## src/rtl/cdb_arbiter_pkg.sv

```systemverilog
// Shared types for the common data bus arbiter: queued result entry and EU indices.
package cdb_arbiter_pkg;

    localparam int CDB_PREG_WIDTH = 7;
    localparam int CDB_ROB_WIDTH  = 4;
    localparam int CDB_DATA_WIDTH = 32;

    typedef enum logic [1:0] {
        EU_ALU = 2'd0,
        EU_BRU = 2'd1,
        EU_LSU = 2'd2
    } eu_idx_e;

    typedef struct packed {
        logic [CDB_PREG_WIDTH-1:0] prd;
        logic [CDB_ROB_WIDTH-1:0]  rob_tag;
        logic [CDB_DATA_WIDTH-1:0] data;
    } cdb_entry_t;

endpackage

```

## src/rtl/cdb_fifo.sv

```systemverilog
// Per-EU holding queue: entry visible at head the cycle after push, popped on pop_i.
// rdy_o comes from the registered count only; push when full or pop when empty is ignored.
module cdb_fifo
    import cdb_arbiter_pkg::*;
#(
    parameter int DEPTH = 2
) (
    input  logic       clk,
    input  logic       reset,
    input  logic       flush_i,
    input  logic       push_i,
    input  cdb_entry_t push_dat_i,
    input  logic       pop_i,
    output cdb_entry_t head_o,
    output logic       empty_o,
    output logic       rdy_o
);

    localparam int PTR_W = (DEPTH > 1) ? $clog2(DEPTH) : 1;
    localparam int CNT_W = $clog2(DEPTH + 1);

    cdb_entry_t       mem_q [DEPTH];
    logic [PTR_W-1:0] wr_ptr_q, wr_ptr_d;
    logic [PTR_W-1:0] rd_ptr_q, rd_ptr_d;
    logic [CNT_W-1:0] cnt_q, cnt_d;
    logic             push_ok, pop_ok;

    function automatic logic [PTR_W-1:0] ptr_inc(input logic [PTR_W-1:0] p);
        return (p == PTR_W'(DEPTH - 1)) ? '0 : p + 1'b1;
    endfunction

    assign empty_o = (cnt_q == '0);
    assign rdy_o   = (cnt_q < CNT_W'(DEPTH));
    assign head_o  = mem_q[rd_ptr_q];
    assign push_ok = push_i && rdy_o && !flush_i;
    assign pop_ok  = pop_i && !empty_o && !flush_i;

    always_comb begin
        wr_ptr_d = wr_ptr_q;
        rd_ptr_d = rd_ptr_q;
        cnt_d    = cnt_q;
        if (flush_i) begin
            wr_ptr_d = '0;
            rd_ptr_d = '0;
            cnt_d    = '0;
        end else begin
            if (push_ok) wr_ptr_d = ptr_inc(wr_ptr_q);
            if (pop_ok)  rd_ptr_d = ptr_inc(rd_ptr_q);
            cnt_d = cnt_q + CNT_W'(push_ok) - CNT_W'(pop_ok);
        end
    end

    always_ff @(posedge clk or posedge reset) begin
        if (reset) begin
            wr_ptr_q <= '0;
            rd_ptr_q <= '0;
            cnt_q    <= '0;
        end else begin
            wr_ptr_q <= wr_ptr_d;
            rd_ptr_q <= rd_ptr_d;
            cnt_q    <= cnt_d;
        end
    end

    // Payload storage carries no reset; validity is tracked by cnt_q alone.
    always_ff @(posedge clk) begin
        if (push_ok) mem_q[wr_ptr_q] <= push_dat_i;
    end

endmodule

```

## src/rtl/cdb_arbiter.sv

```systemverilog
// Round-robin CDB arbiter over per-EU queues; one-cycle minimum enqueue-to-broadcast latency.
// EUs see o_req_ready low while their queue is full; valid without ready is dropped.
module cdb_arbiter
    import cdb_arbiter_pkg::*;
#(
    parameter int PREG_WIDTH = CDB_PREG_WIDTH,
    parameter int ROB_WIDTH  = CDB_ROB_WIDTH,
    parameter int N_REQ      = 3,
    parameter int FIFO_DEPTH = 2
) (
    input  logic                                clk,
    input  logic                                reset,
    input  logic [N_REQ-1:0]                    i_req_valid,
    input  logic [N_REQ-1:0][PREG_WIDTH-1:0]    i_req_prd,
    input  logic [N_REQ-1:0][ROB_WIDTH-1:0]     i_req_rob_tag,
    input  logic [N_REQ-1:0][31:0]              i_req_data,
    output logic [N_REQ-1:0]                    o_req_ready,
    input  logic                                branch_mispredict,
    output logic                                o_cdb_valid,
    output logic [PREG_WIDTH-1:0]               o_cdb_prd,
    output logic [ROB_WIDTH-1:0]                o_cdb_rob_tag,
    output logic [31:0]                         o_cdb_data,
    output logic [1:0]                          o_cdb_src
);

    localparam int RR_W = (N_REQ > 1) ? $clog2(N_REQ) : 1;

    logic [RR_W-1:0] rr_ptr_q, rr_ptr_d;
    logic [RR_W-1:0] grant_idx;
    logic            grant_vld;
    logic [N_REQ-1:0] fifo_empty, fifo_push, fifo_pop;
    cdb_entry_t       fifo_head [N_REQ];
    cdb_entry_t       grant_ent;

    for (genvar k = 0; k < N_REQ; k++) begin : g_q
        cdb_entry_t push_dat;
        assign push_dat.prd     = CDB_PREG_WIDTH'(i_req_prd[k]);
        assign push_dat.rob_tag = CDB_ROB_WIDTH'(i_req_rob_tag[k]);
        assign push_dat.data    = i_req_data[k];
        assign fifo_push[k]     = i_req_valid[k] && o_req_ready[k] && !branch_mispredict;

        cdb_fifo #(.DEPTH(FIFO_DEPTH)) u_fifo (
            .clk        (clk),
            .reset      (reset),
            .flush_i    (branch_mispredict),
            .push_i     (fifo_push[k]),
            .push_dat_i (push_dat),
            .pop_i      (fifo_pop[k]),
            .head_o     (fifo_head[k]),
            .empty_o    (fifo_empty[k]),
            .rdy_o      (o_req_ready[k])
        );
    end

    // Scan starting at rr_ptr_q; the first non-empty queue wins. A flush cycle grants nothing.
    always_comb begin
        int idx;
        idx       = 0;
        grant_vld = 1'b0;
        grant_idx = '0;
        fifo_pop  = '0;
        rr_ptr_d  = rr_ptr_q;
        if (!branch_mispredict) begin
            for (int i = 0; i < N_REQ; i++) begin
                idx = (int'(rr_ptr_q) + i) % N_REQ;
                if (!grant_vld && !fifo_empty[idx]) begin
                    grant_vld = 1'b1;
                    grant_idx = RR_W'(idx);
                end
            end
        end
        if (grant_vld) begin
            fifo_pop[grant_idx] = 1'b1;
            rr_ptr_d = (grant_idx == RR_W'(N_REQ - 1)) ? '0 : grant_idx + 1'b1;
        end
    end

    assign grant_ent     = fifo_head[grant_idx];
    assign o_cdb_valid   = grant_vld;
    assign o_cdb_prd     = grant_vld ? PREG_WIDTH'(grant_ent.prd) : '0;
    assign o_cdb_rob_tag = grant_vld ? ROB_WIDTH'(grant_ent.rob_tag) : '0;
    assign o_cdb_data    = grant_vld ? grant_ent.data : '0;
    assign o_cdb_src     = grant_vld ? 2'(grant_idx) : 2'b00;

    always_ff @(posedge clk or posedge reset) begin
        if (reset) rr_ptr_q <= '0;
        else       rr_ptr_q <= rr_ptr_d;
    end

endmodule

```

## config.mk

```make
export PLATFORM = sky130hd
export DESIGN_NAME = cdb_arbiter
export DESIGN_NICKNAME = d
export VERILOG_FILES = /design/src/rtl/cdb_arbiter_pkg.sv /design/src/rtl/cdb_fifo.sv /design/src/rtl/cdb_arbiter.sv
export SDC_FILE = /design/constraint.sdc
export NUM_CORES = 1
export LEC_CHECK = 0
export ABC_AREA = 0
export BUFFER_PORTS_ARGS = -buffer_cell sky130_fd_sc_hd__buf_2
export CORE_UTILIZATION = 40
export DETAILED_ROUTE_END_ITERATION = 10
export GPL_TIMING_DRIVEN = 1
export HOLD_SLACK_MARGIN = 0.02
export PLACE_DENSITY = 0.65
export SETUP_SLACK_MARGIN = 0.3
export SLEW_MARGIN = 10
export SYNTH_ARGS = -nofsm -noshare
export SYNTH_HDL_FRONTEND = slang
export SYNTH_SLANG_ARGS = --single-unit
export TNS_END_PERCENT = 10
```

## constraint.sdc

```tcl
create_clock -name clk -period 7.5 [get_ports clk]
set_clock_uncertainty 0.05 [all_clocks]
set_input_delay 0.375 -clock clk [delete_from_list [all_inputs] [get_ports clk]]
set_output_delay 0.375 -clock clk [all_outputs]
set_load 0.05 [all_outputs]
```

# Word-level counts from Yosys, hierarchy flattened
# Memories as Yosys holds them, arrays and structs flattened.
# Index checks and enable logic that the tools add are counted.
# W data, S select, Z words.
word_totals:
  regBits: 14
  mem_bits_rw: 258
  in_bits: 135
  out_inout_bits: 49
  word_cells: 137
  n_memories: 3
mem_list:
  columns: ["name", "words", "width", "rd", "rd_clocked_by_memory_dff", "wr", "line_no", "source"]
  rows:
  - ["g_q[0].u_fifo.mem_q", 2, 43, 1, 0, 1, "cdb_fifo.sv:22", "cdb_entry_t mem_q [DEPTH];"]
  - ["g_q[1].u_fifo.mem_q", 2, 43, 1, 0, 1, "cdb_fifo.sv:22", null]
  - ["g_q[2].u_fifo.mem_q", 2, 43, 1, 0, 1, "cdb_fifo.sv:22", null]
classes:
  add_sub_neg: 15
  n_div: 3
  order_cmp: 9
  eq_ne: 1
  muxes: 57
  bitwise_logic: 1
  reduce_logical: 38
ops:
  columns: ["operator", "n"]
  rows:
  - ["$lt A32 B4 Y1 const B", 3]
  - ["$bmux W43 S2", 1]
  - ["$mux W43", 2]
  - ["$mod A32 B3 Y32 const B", 2]
  - ["$mux W1", 37]
  - ["$mod A3 B3 Y32 const B", 1]
  - ["$mux W32", 1]
  - ["$logic_and A1 B1 Y1", 21]
  - ["$mux W2", 9]
  - ["$reduce_bool A2 Y1", 6]
  - ["$logic_not A1 Y1", 8]
  - ["$mux W7", 1]
  - ["$add A1 B1 Y1 const B", 6]
  - ["$add A2 B1 Y2", 3]
  - ["$bmux W1 S2", 3]
  - ["$logic_not A2 Y1", 3]
  - ["$lt A2 B2 Y1 const B", 3]
  - ["$sub A2 B1 Y2", 3]
  - ["$mux W4", 1]
  - ["$add A2 B1 Y3 const B", 1]
  - ["$add A2 B2 Y3 const B", 1]
  - ["$ge A3 B3 Y1 const B", 1]
  - ["$lt A2 B3 Y1 const B", 1]
  - ["$mux W3", 1]
  - ["5 further kinds", 5]

# Depth between registers and ports, before layout
# Gate-level depths: netlist (run 1).
depth:
  ltp_word: 23
  mapped_depth: 14
  mapped_depth_nobuf: 12

# By module
# Synthesis (run 1) repeated with hierarchy kept, for this count alone.
unflattened:
  cells_unflattened: 648
  hier_area_um2: 11507.3
by_module_without_submodules:
  columns: ["mod", "instances", "cells_per_inst", "area_per_inst_um2", "seq_area_each_um2"]
  rows:
  - ["cdb_fifo", 3, 161, 3370.7, 2682.6]
  - ["cdb_arbiter", 1, 165, 1395.1, 50.0]

# Least setup slack after synthesis (run 1)
# OpenSTA, ideal clock, no wires.
synth_path:
  kind: "in2reg"
  start: "input port branch_mispredict"
  end: "memory g_q[2].u_fifo.mem_q[0][0] (netlist name), enable pin"
  setup_ns: 0.449
  t_arrival_ns: 2.851
  required_time_ns: 7.001
  setup_slack_ns: 4.150
  path_stages: 4
  n_path_buf: 2
  cell_sequence: "clkbuf_1 -> clkbuf_1 -> nor2b_1 -> nor2b_1"
synth_via:
  elab_chain_cells: 6
synth_rtl:
  columns: ["item", "line_no", "source"]
  rows:
  - ["from (decl)", "cdb_arbiter.sv:18", "input logic branch_mispredict,"]
  - ["$logic_not A1 Y1 *", "cdb_fifo.sv:35, cdb_arbiter.sv:40", null]
  - ["$logic_and A1 B1 Y1", "cdb_arbiter.sv:40", "assign fifo_push[k] = i_req_valid[k] && o_req_ready[k] && !branch_mispredict;"]
  - ["$logic_and A1 B1 Y1", "cdb_fifo.sv:35", "assign push_ok = push_i && rdy_o && !flush_i;"]
  - ["$logic_and A1 B1 Y1 *", "cdb_fifo.sv:35", null]
  - ["$mux W1 *", "cdb_fifo.sv:67", "if (push_ok) mem_q[wr_ptr_q] <= push_dat_i;"]
  - ["$mux W1 (not written as such) *", "cdb_fifo.sv:67", null]
  - ["to (decl)", "cdb_fifo.sv:22", null]
# Every way passes the cells marked *; elsewhere a longest branch is shown, timed or not.

# Final worst setup path (run 1)
layout_path:
  start: "register rr_ptr_q[0]"
  end: "output port o_cdb_data[12]"
layout_via:
  elab_chain_cells: 19
  word_cells_on_any_way: 35
  classes_between: "add/sub: 2; div: 3; mux: 23; bitwise: 1; reduce/logical: 6"
layout_rtl:
  columns: ["item", "line_no", "source"]
  rows:
  - ["from (decl)", "cdb_arbiter.sv:28", "logic [RR_W-1:0] rr_ptr_q, rr_ptr_d;"]
  - ["from (signal assigned)", "cdb_arbiter.sv:87", "else rr_ptr_q <= rr_ptr_d;"]
  - ["branches (longest 18 deep; another with $mod A32 B3 Y32)", null, null]
  - ["$mux W32 *", "cdb_arbiter.sv:82", "assign o_cdb_data = grant_vld ? grant_ent.data : '0;"]
  - ["to (decl)", "cdb_arbiter.sv:22", "output logic [31:0] o_cdb_data,"]
# Every way passes the cells marked *. The select of a mux whose other input is x is not followed.

==> results of run 1 <==
cell type report:
class	instances	area (sq um)	area share, %
Sequential cell	272	8100	53.6
Clock buffer	35	748	4.95
Tap cell	384	480	3.18
Clock inverter	18	145	0.960
Multi-Input combinational cell	440	3290	21.7
Timing Repair Buffer	325	2310	15.3
Inverter	13	48.8	0.323
flip-flops by register name, summed over array words and instances, names as in the netlist:
signal and flops:
g_q.u_fifo.rd_ptr_q 3, g_q.u_fifo.wr_ptr_q 3, g_q.u_fifo.mem_q 258, g_q.u_fifo.cnt_q 6, rr_ptr_q 2
cell families (layout without fill, tap and decap cells):
family	Yosys count	after routing	share of synthesized area [%]
fa+ha+maj	8	8	0.855
simple gates	179	179	8.27
mux	86	86	8.27
compound gates	156	156	9.47
xor+xnor	11	11	0.823
buf+inv	78	391	3.16
flops	272	272	69.2
per-stage QoR:
| stage | cells | cell area (sq um) |
|---|---|---|
| detailed placement | 1304 | 12900 |
| floorplan | 790 | 11700 |
| global placement | 1304 | 12900 |
| finish | 1487 | 15100 |
| global route | 1487 | 15100 |
| CTS | 1487 | 15100 |
power by group:
group	leakage [nW]	internal, mW	switching, mW	total (mW)
registers	2.55	1.82	0.108	1.93
clock network	0.443	0.778	0.569	1.35
logic	2.45	0.783	1.71	2.50
total	5.44	3.38	2.39	5.78
layout by cell type (no fill, tap or decap), types with 2 or more instances in the layout:
cell,instances
edfxtp_1,258
buf_2,183
dlygate4sd3_1,130
mux2_2,86
nor2_1,59
nor2b_1,53
o21ai_0,48
or3_1,46
a211oi_1,45
a32oi_1,44
clkbuf_16,29
inv_1,13
buf_4,12
dfrtp_1,11
xnor2_1,9
clkinv_2,9
ha_1,8
clkbuf_1,6
nand2_1,4
a21oi_1,4
clkinv_1,4
and2_2,3
nor2b_4,3
or2_2,2
nor3_1,2
o21ai_1,2
a21o_1,2
nor4_1,2
nand3_1,2
xor2_1,2
clkinv_4,2
bufinv_16,2
dfrtp_2,2
metal layers:
layer / vias to the layer above / part of all wire (%)
li1: 3640 / -
met1: 3810 / 44
met2: 197 / 50
met3: 33 / 4.3
met4: 2 / 1.2
met5: - / 0.038
worst max path at each step:
stage,end,slack [ps]
after floorplan,g_q[2].u_fifo.mem_q[0][0],4150
after global placement,g_q[1].u_fifo.cnt_q[1],3820
after detailed placement,g_q[1].u_fifo.cnt_q[1],3740
after CTS,o_cdb_data[24],3300
after global routing,o_cdb_data[18],3060
final,o_cdb_data[12],3290
worst min-delay path, delay by kind of cell:
kind,cells,cell delay (ps)
buffers and inverters,1,100
AND/OR/NAND/NOR,2,180
XOR/XNOR,1,130
==> metrics.txt, run 1 <==
status=finished, final reports clean; P&R area growth vs syn=29.1%; Top FF cell, synth=edfxtp_1; Worst R2R Setup Slack=3760 ps; hold path depth=4; Initial Util=40.7%; Layout fillers=2406; Post-DP HPWL=16900 microns; # nets final=1224; # IOs=184; Design Power=5.78 mW; Tmin final=4210 ps; CTS Hold Bufs=130; Worst IR Drop VDD=0.276 mV; Critical R2R Capture=g_q[1].u_fifo.cnt_q[1]; GR peak layer=met2; Num CTS Buffers=29; Clock Pin Slew Worst Setup and Hold Paths=60 ps; CP Capture Type=output port; PostCTS Resize Cnt=0; yosys warns=0; global-route wire length before repair=44400 microns; Cell Area, Synth=11700 sq um; leading cell type by number of instances after synthesis=edfxtp_1; initial antenna violation count=1; met2 Track Usage GR=33.6%; share of cells above drive strength 1=30.8%; Crit path depth=9; Skew-Pair Late Insertion Delay=540 ps; maximum root-to-sink buffer count=3; # DRC=0; MaxCap Viol Count=0; Slew @ Worst Pin=1080 ps; synth cell count leaders=258 x edfxtp_1, 86 x mux2_2, 59 x nor2_1, 56 x nor2b_1, 48 x o21ai_0; fin util=52.5%; crit path DAT=3780 ps; met3 Track Usage GR=2.86%; Die W=173 microns; Synth area leaders=edfxtp_1 66%, mux2_2 8.3%, a32oi_1 3.3%, dfrtp_1 3.0%, nor2b_1 3.0%; clock sink count=272; GP Congestion=0.800; CP max stage cell=nor3_4; total setup buffers inserted after CTS=0; GR Util met1=24.9%; syn_nets=933; clock tree from TritonCTS=done; worst hold start=i_req_valid[1]; WHS=222 ps; Avg Cell Area, Syn=14.8 sq um; register area share after synthesis=69.2%; top-area cell type share of the netlist area=66.2%; Via density=5.17; dpl ws=3740 ps; DRT iter0 DRCs=535; Buffers on Ports=183; Setup violations, final=0; Synth async-reset ratio=5.15%; post-route ant nets=0; Yosys cell types=39; CP Launch Type=flip-flop; fraction of the cycle the final worst path needs=56.1%; gr usage total=19.1%; vias in the first global route=7990; Worst Path Buf+Inv=3; Cell Chain, Critical Path=inv_1, ha_1, or3_1, o21a_1, nor3_4, buf_4, a32oi_1, nor2_1, buf_2; Crit Path Class=reg -> out; Detailed Routing Iterations Pass 1=5; worst min path class=in -> reg; CP required=7070 ps; DR vias=7682; RSZ-0062 raised after global routing=false; Die H=173 microns; core area=28800 sq um; reg2reg path depth=13; global route overflow=0; Routed WL=29000 microns; Pleak=5.44 nW; critical path's top delay family=simple AND/OR/NAND/NOR gates; FP Rows=62; Die ar.=30000 sq um; EDFF count, synth=258; Avg WL per Cell=19.5 microns; crit-path max cell delay=670 ps; Hold EP=g_q[1].u_fifo.wr_ptr_q; Fin. Hold Viols=0; Syn Inst Count=790; CTS H-Tree Depth=1; Fmax=238 MHz; final critical-path setup slack=3290 ps; Setup TNS=0 ps; cell taking the most area after synthesis=edfxtp_1; Slew HR=27.8%; #FFs+latches synth=272; Pwr Density=382 nW/um^2; Reg-to-Reg Start=rr_ptr_q[0]; clk root buf=clkbuf_16; Final Max Tran Viols=0; worst-path maximum fanout=27; largest net degree at the start of global routing=89; ant diodes=0; crit path from=rr_ptr_q[0]
Note: power is estimated with default switching activity, not from simulation.
==> run 2, diff against run 1 <==
--- a/config.mk
+++ b/config.mk
@@ -5,13 +5,13 @@
 export SDC_FILE = /design/constraint.sdc
 export NUM_CORES = 1
 export LEC_CHECK = 0
-export ABC_AREA = 0
+export ABC_AREA = 1
 export BUFFER_PORTS_ARGS = -buffer_cell sky130_fd_sc_hd__buf_2
 export CORE_UTILIZATION = 40
 export DETAILED_ROUTE_END_ITERATION = 10
 export GPL_TIMING_DRIVEN = 1
 export HOLD_SLACK_MARGIN = 0.02
-export PLACE_DENSITY = 0.65
+export PLACE_DENSITY = 0.67
 export SETUP_SLACK_MARGIN = 0.3
 export SLEW_MARGIN = 10
 export SYNTH_ARGS = -nofsm -noshare
==> constraint.sdc (replaced) <==
create_clock -name clk -period 3.8 [get_ports clk]
set_clock_uncertainty 0.05 [all_clocks]
set_input_delay 0.19 -clock clk [delete_from_list [all_inputs] [get_ports clk]]
set_output_delay 0.19 -clock clk [all_outputs]
set_load 0.05 [all_outputs]
==> run 2 against run 1 <==
Against the previous run: critical endpoint is now o_cdb_data[19]; clock power increased by 110%; critical path type unchanged; via count increased by 6.6%; sequential share of layout area down 1.7 points.
==> metrics.txt, run 2 <==
Pwr Density=824 nW/um^2 (+120%); Skew-Pair Late Insertion Delay=540 ps (about the same); share of cells above drive strength 1=28.3% (-2.5 points); FP Rows=62 (unchanged); Yosys cell types=26 (-33%); post-route ant nets=0 (unchanged); Avg Cell Area, Syn=12.3 sq um (-17%); clk root buf=clkbuf_16; Die H=174 microns (+0.29%); Initial Util=40.8% (+0.13 points); MaxCap Viol Count=0 (unchanged); Final Max Tran Viols=0 (unchanged); commonest non-fill, non-tap cell in the layout=nand2_1; Slew @ Worst Pin=944 ps (-139 ps); P&R area growth vs syn=32.6%; Pleak=6.63 nW (+22%); gr usage total=19.8% (+0.76 points); fraction of the cycle the final worst path needs=87.8%; DR vias=8188 (+6.6%); global route overflow=0 (unchanged); CP Capture Type=output port; cell taking the most area after synthesis=edfxtp_1; Setup violations, final=0 (unchanged); leading cell type by number of instances after synthesis=nand2_1; Buffers on Ports=183 (unchanged); Largest regs=g_q.u_fifo.mem_q x258, g_q.u_fifo.cnt_q x6; Top FF cell, synth=edfxtp_1; worst min path class=in -> reg; Sw Ratio=44.9% (+3.5 points); Fin. Hold Viols=0 (unchanged); Synth area leaders=edfxtp_1 66%, nand2_1 10%, mux2_2 8.2%, nand3_1 4.1%, dfrtp_1 3.0%; Crit Path Class=reg -> out; most flop-heavy register=g_q.u_fifo.mem_q; # DRC=0 (unchanged); vias in the first global route=8404 (+5.2%); worst-path maximum fanout=44 (+63%); clock tree from TritonCTS=done; Gate power share=49.7% (+6.4 points); Die W=174 microns (+0.29%); GP Congestion=0.856 (+7.0%); # nets final=1425 (+16%); Slew HR=37.0% (+9.2 points); DRT iter0 DRCs=564 (+5.4%); crit path DAT=3100 ps (-680 ps); global-route wire length before repair=46500 microns (+4.7%); CP required=3560 ps (-3510 ps); largest net degree at the start of global routing=89 (unchanged); maximum root-to-sink buffer count=3 (unchanged); Syn Inst Count=959 (+21%); Avg WL per Cell=18.2 microns (-6.8%); CP Launch Type=flip-flop; register area share after synthesis=68.7% (-0.40 points); synth cell count leaders=323 x nand2_1, 258 x edfxtp_1, 96 x nand3_1, 86 x mux2_2, 67 x inv_1; RSZ-0062 raised after global routing=true; clock share of power=22.0% (-1.3 points); crit path from=rr_ptr_q[0]; most frequent cells in the layout=323 x nand2_1, 258 x edfxtp_1, 180 x buf_2; # IOs=184 (unchanged); Layout fillers=2444 (+1.6%); EDFF count, synth=258 (unchanged); Detailed Routing Iterations Pass 1=8 (+3); status=finished, final reports clean; Post-DP HPWL=18000 microns (+6.9%); CTS H-Tree Depth=1 (unchanged); yosys warns=0 (unchanged); Num CTS Buffers=30 (+3.4%); initial antenna violation count=1 (unchanged); Synth async-reset ratio=5.15% (unchanged); Routed WL=30700 microns (+6.0%); Setup TNS=0 ps (unchanged); core area=28900 sq um (+0.27%); sequential share of power=28.3% (-5.1 points); worst hold start=i_req_valid[2]; fin util=54.1% (+1.6 points); Via density=4.84 (-6.3%); Worst IR Drop VDD=0.655 mV (+140%); Psw=5.78 mW (+140%); Fmax=300 MHz; Int Pwr=7.08 mW (+110%); max reg flops=258 (unchanged); Design Power=12.9 mW (+120%); Clock Pin Slew Worst Setup and Hold Paths=60 ps (about the same); Die ar.=30100 sq um (+0.58%); #FFs+latches synth=272 (unchanged); Cell Area, Synth=11800 sq um (+0.59%); clock sink count=272 (unchanged); Tmin final=3340 ps; syn_nets=1102 (+18%); Reg-to-Reg Start=rr_ptr_q[0]; top-area cell type share of the netlist area=65.8% (-0.39 points)
[run 2: cell count changes in the layout (fill, tap and decap cells not counted), moves of 42 or more]
cell      previous run  this run
a211oi_1            45         0
nand2_1              4       323
o21ai_0             48         6
a32oi_1             44         0
nor2b_1             53         0
nand3_1              2        96
inv_1               13        67
or3_1               46         0
nor2_1              59        11
[run 2: worst paths after layout]
path                                                to  slack, ps  cells past startpoint
worst max-delay path                    o_cdb_data[19]        460                     15
worst min-delay path            g_q[2].u_fifo.wr_ptr_q         40                      4
min in group asynchronous                  rr_ptr_q[0]        200                      3
worst min register to register  g_q[2].u_fifo.wr_ptr_q        520                      1
worst max register to register  g_q[0].u_fifo.cnt_q[1]        670                     17
max in group asynchronous       g_q[2].u_fifo.rd_ptr_q       3060                      3
[run 2: metal layers]
metal / wire length [microns] / GRT usage (%) / vias up
met5: 0 / 0 / -
met4: 864 / 6.03 / 0
met3: 1510 / 2.79 / 60
met2: 15500 / 34.7 / 261
met1: 12900 / 25.5 / 3942
li1: - / - / 3925
[run 2: cell families after synthesis]
| logic type | share of synthesized area, % |
|---|---|
| and+or+nand+nor | 16.4 |
| DFF | 68.7 |
| buffers and inverters | 4.96 |
| muxes | 8.22 |
| AOI/OAI and AO/OA | 0.372 |
| adders and majority gates | 0.850 |
| xor gates and xnor gates | 0.446 |
[run 2: worst max-delay path: stages, from the launching register on]
cell and delay [ps]:
dfrtp_1 350, inv_1 60, ha_1 340, inv_1 150
nand3_2 100, nand3_1 90, nand2_1 80, nand3_1 130
nand3_2 110, nand2_4 220, clkbuf_16 330, nand3_1 100
nand2_1 80, nand2_1 80, inv_1 60, buf_2 250
[run 2: power groups by stage]
stage / Sequential [mW] / Clock (mW) / Combinational (mW)
2_1_floorplan: 3.65 / 0 / 4.54
3_3_place_gp: 3.69 / 0 / 5.78
3_5_place_dp: 3.70 / 0 / 5.83
4_1_cts: 3.64 / 2.87 / 6.03
5_1_grt: 3.66 / 2.99 / 6.88
6_report: 3.64 / 2.83 / 6.40
[run 2: repair_timing]
item | in CTS | in global routing
hold buffers | 132 | 0
hold endpoints to repair | 279 | 0
setup buffers | 0 | 8
gates resized for setup | 7 | 15
setup endpoints to repair | 34 | 43
pin swaps | 0 | 1
cloned | 0 | 3
[run 2: area by class of cell]
class | instances | area (sq um) | share of cell area [%]
Timing Repair inverter | 1 | 8.76 | 0.0561
Clock inverter | 19 | 169 | 1.08
Antenna cell | 1 | 2.50 | 0.0160
Tap cell | 384 | 480 | 3.08
Sequential cell | 272 | 8100 | 51.9
Multi-Input combinational cell | 563 | 3160 | 20.3
Clock buffer | 37 | 798 | 5.11
Inverter | 73 | 300 | 1.92
Timing Repair Buffer | 341 | 2590 | 16.6
[run 2: through the flow]
step | std cells | setup WS [ps] | hold WS (ps) | instance area (sq um)
floorplan | 959 | 573 | 29.2 | 11800
detailed placement | 1491 | 654 | 237 | 13100
global placement | 1491 | 772 | 235 | 13100
finish | 1691 | 463 | 42.7 | 15600
global route | 1691 | 234 | 95.2 | 15600
CTS | 1679 | 284 | 26.5 | 15400
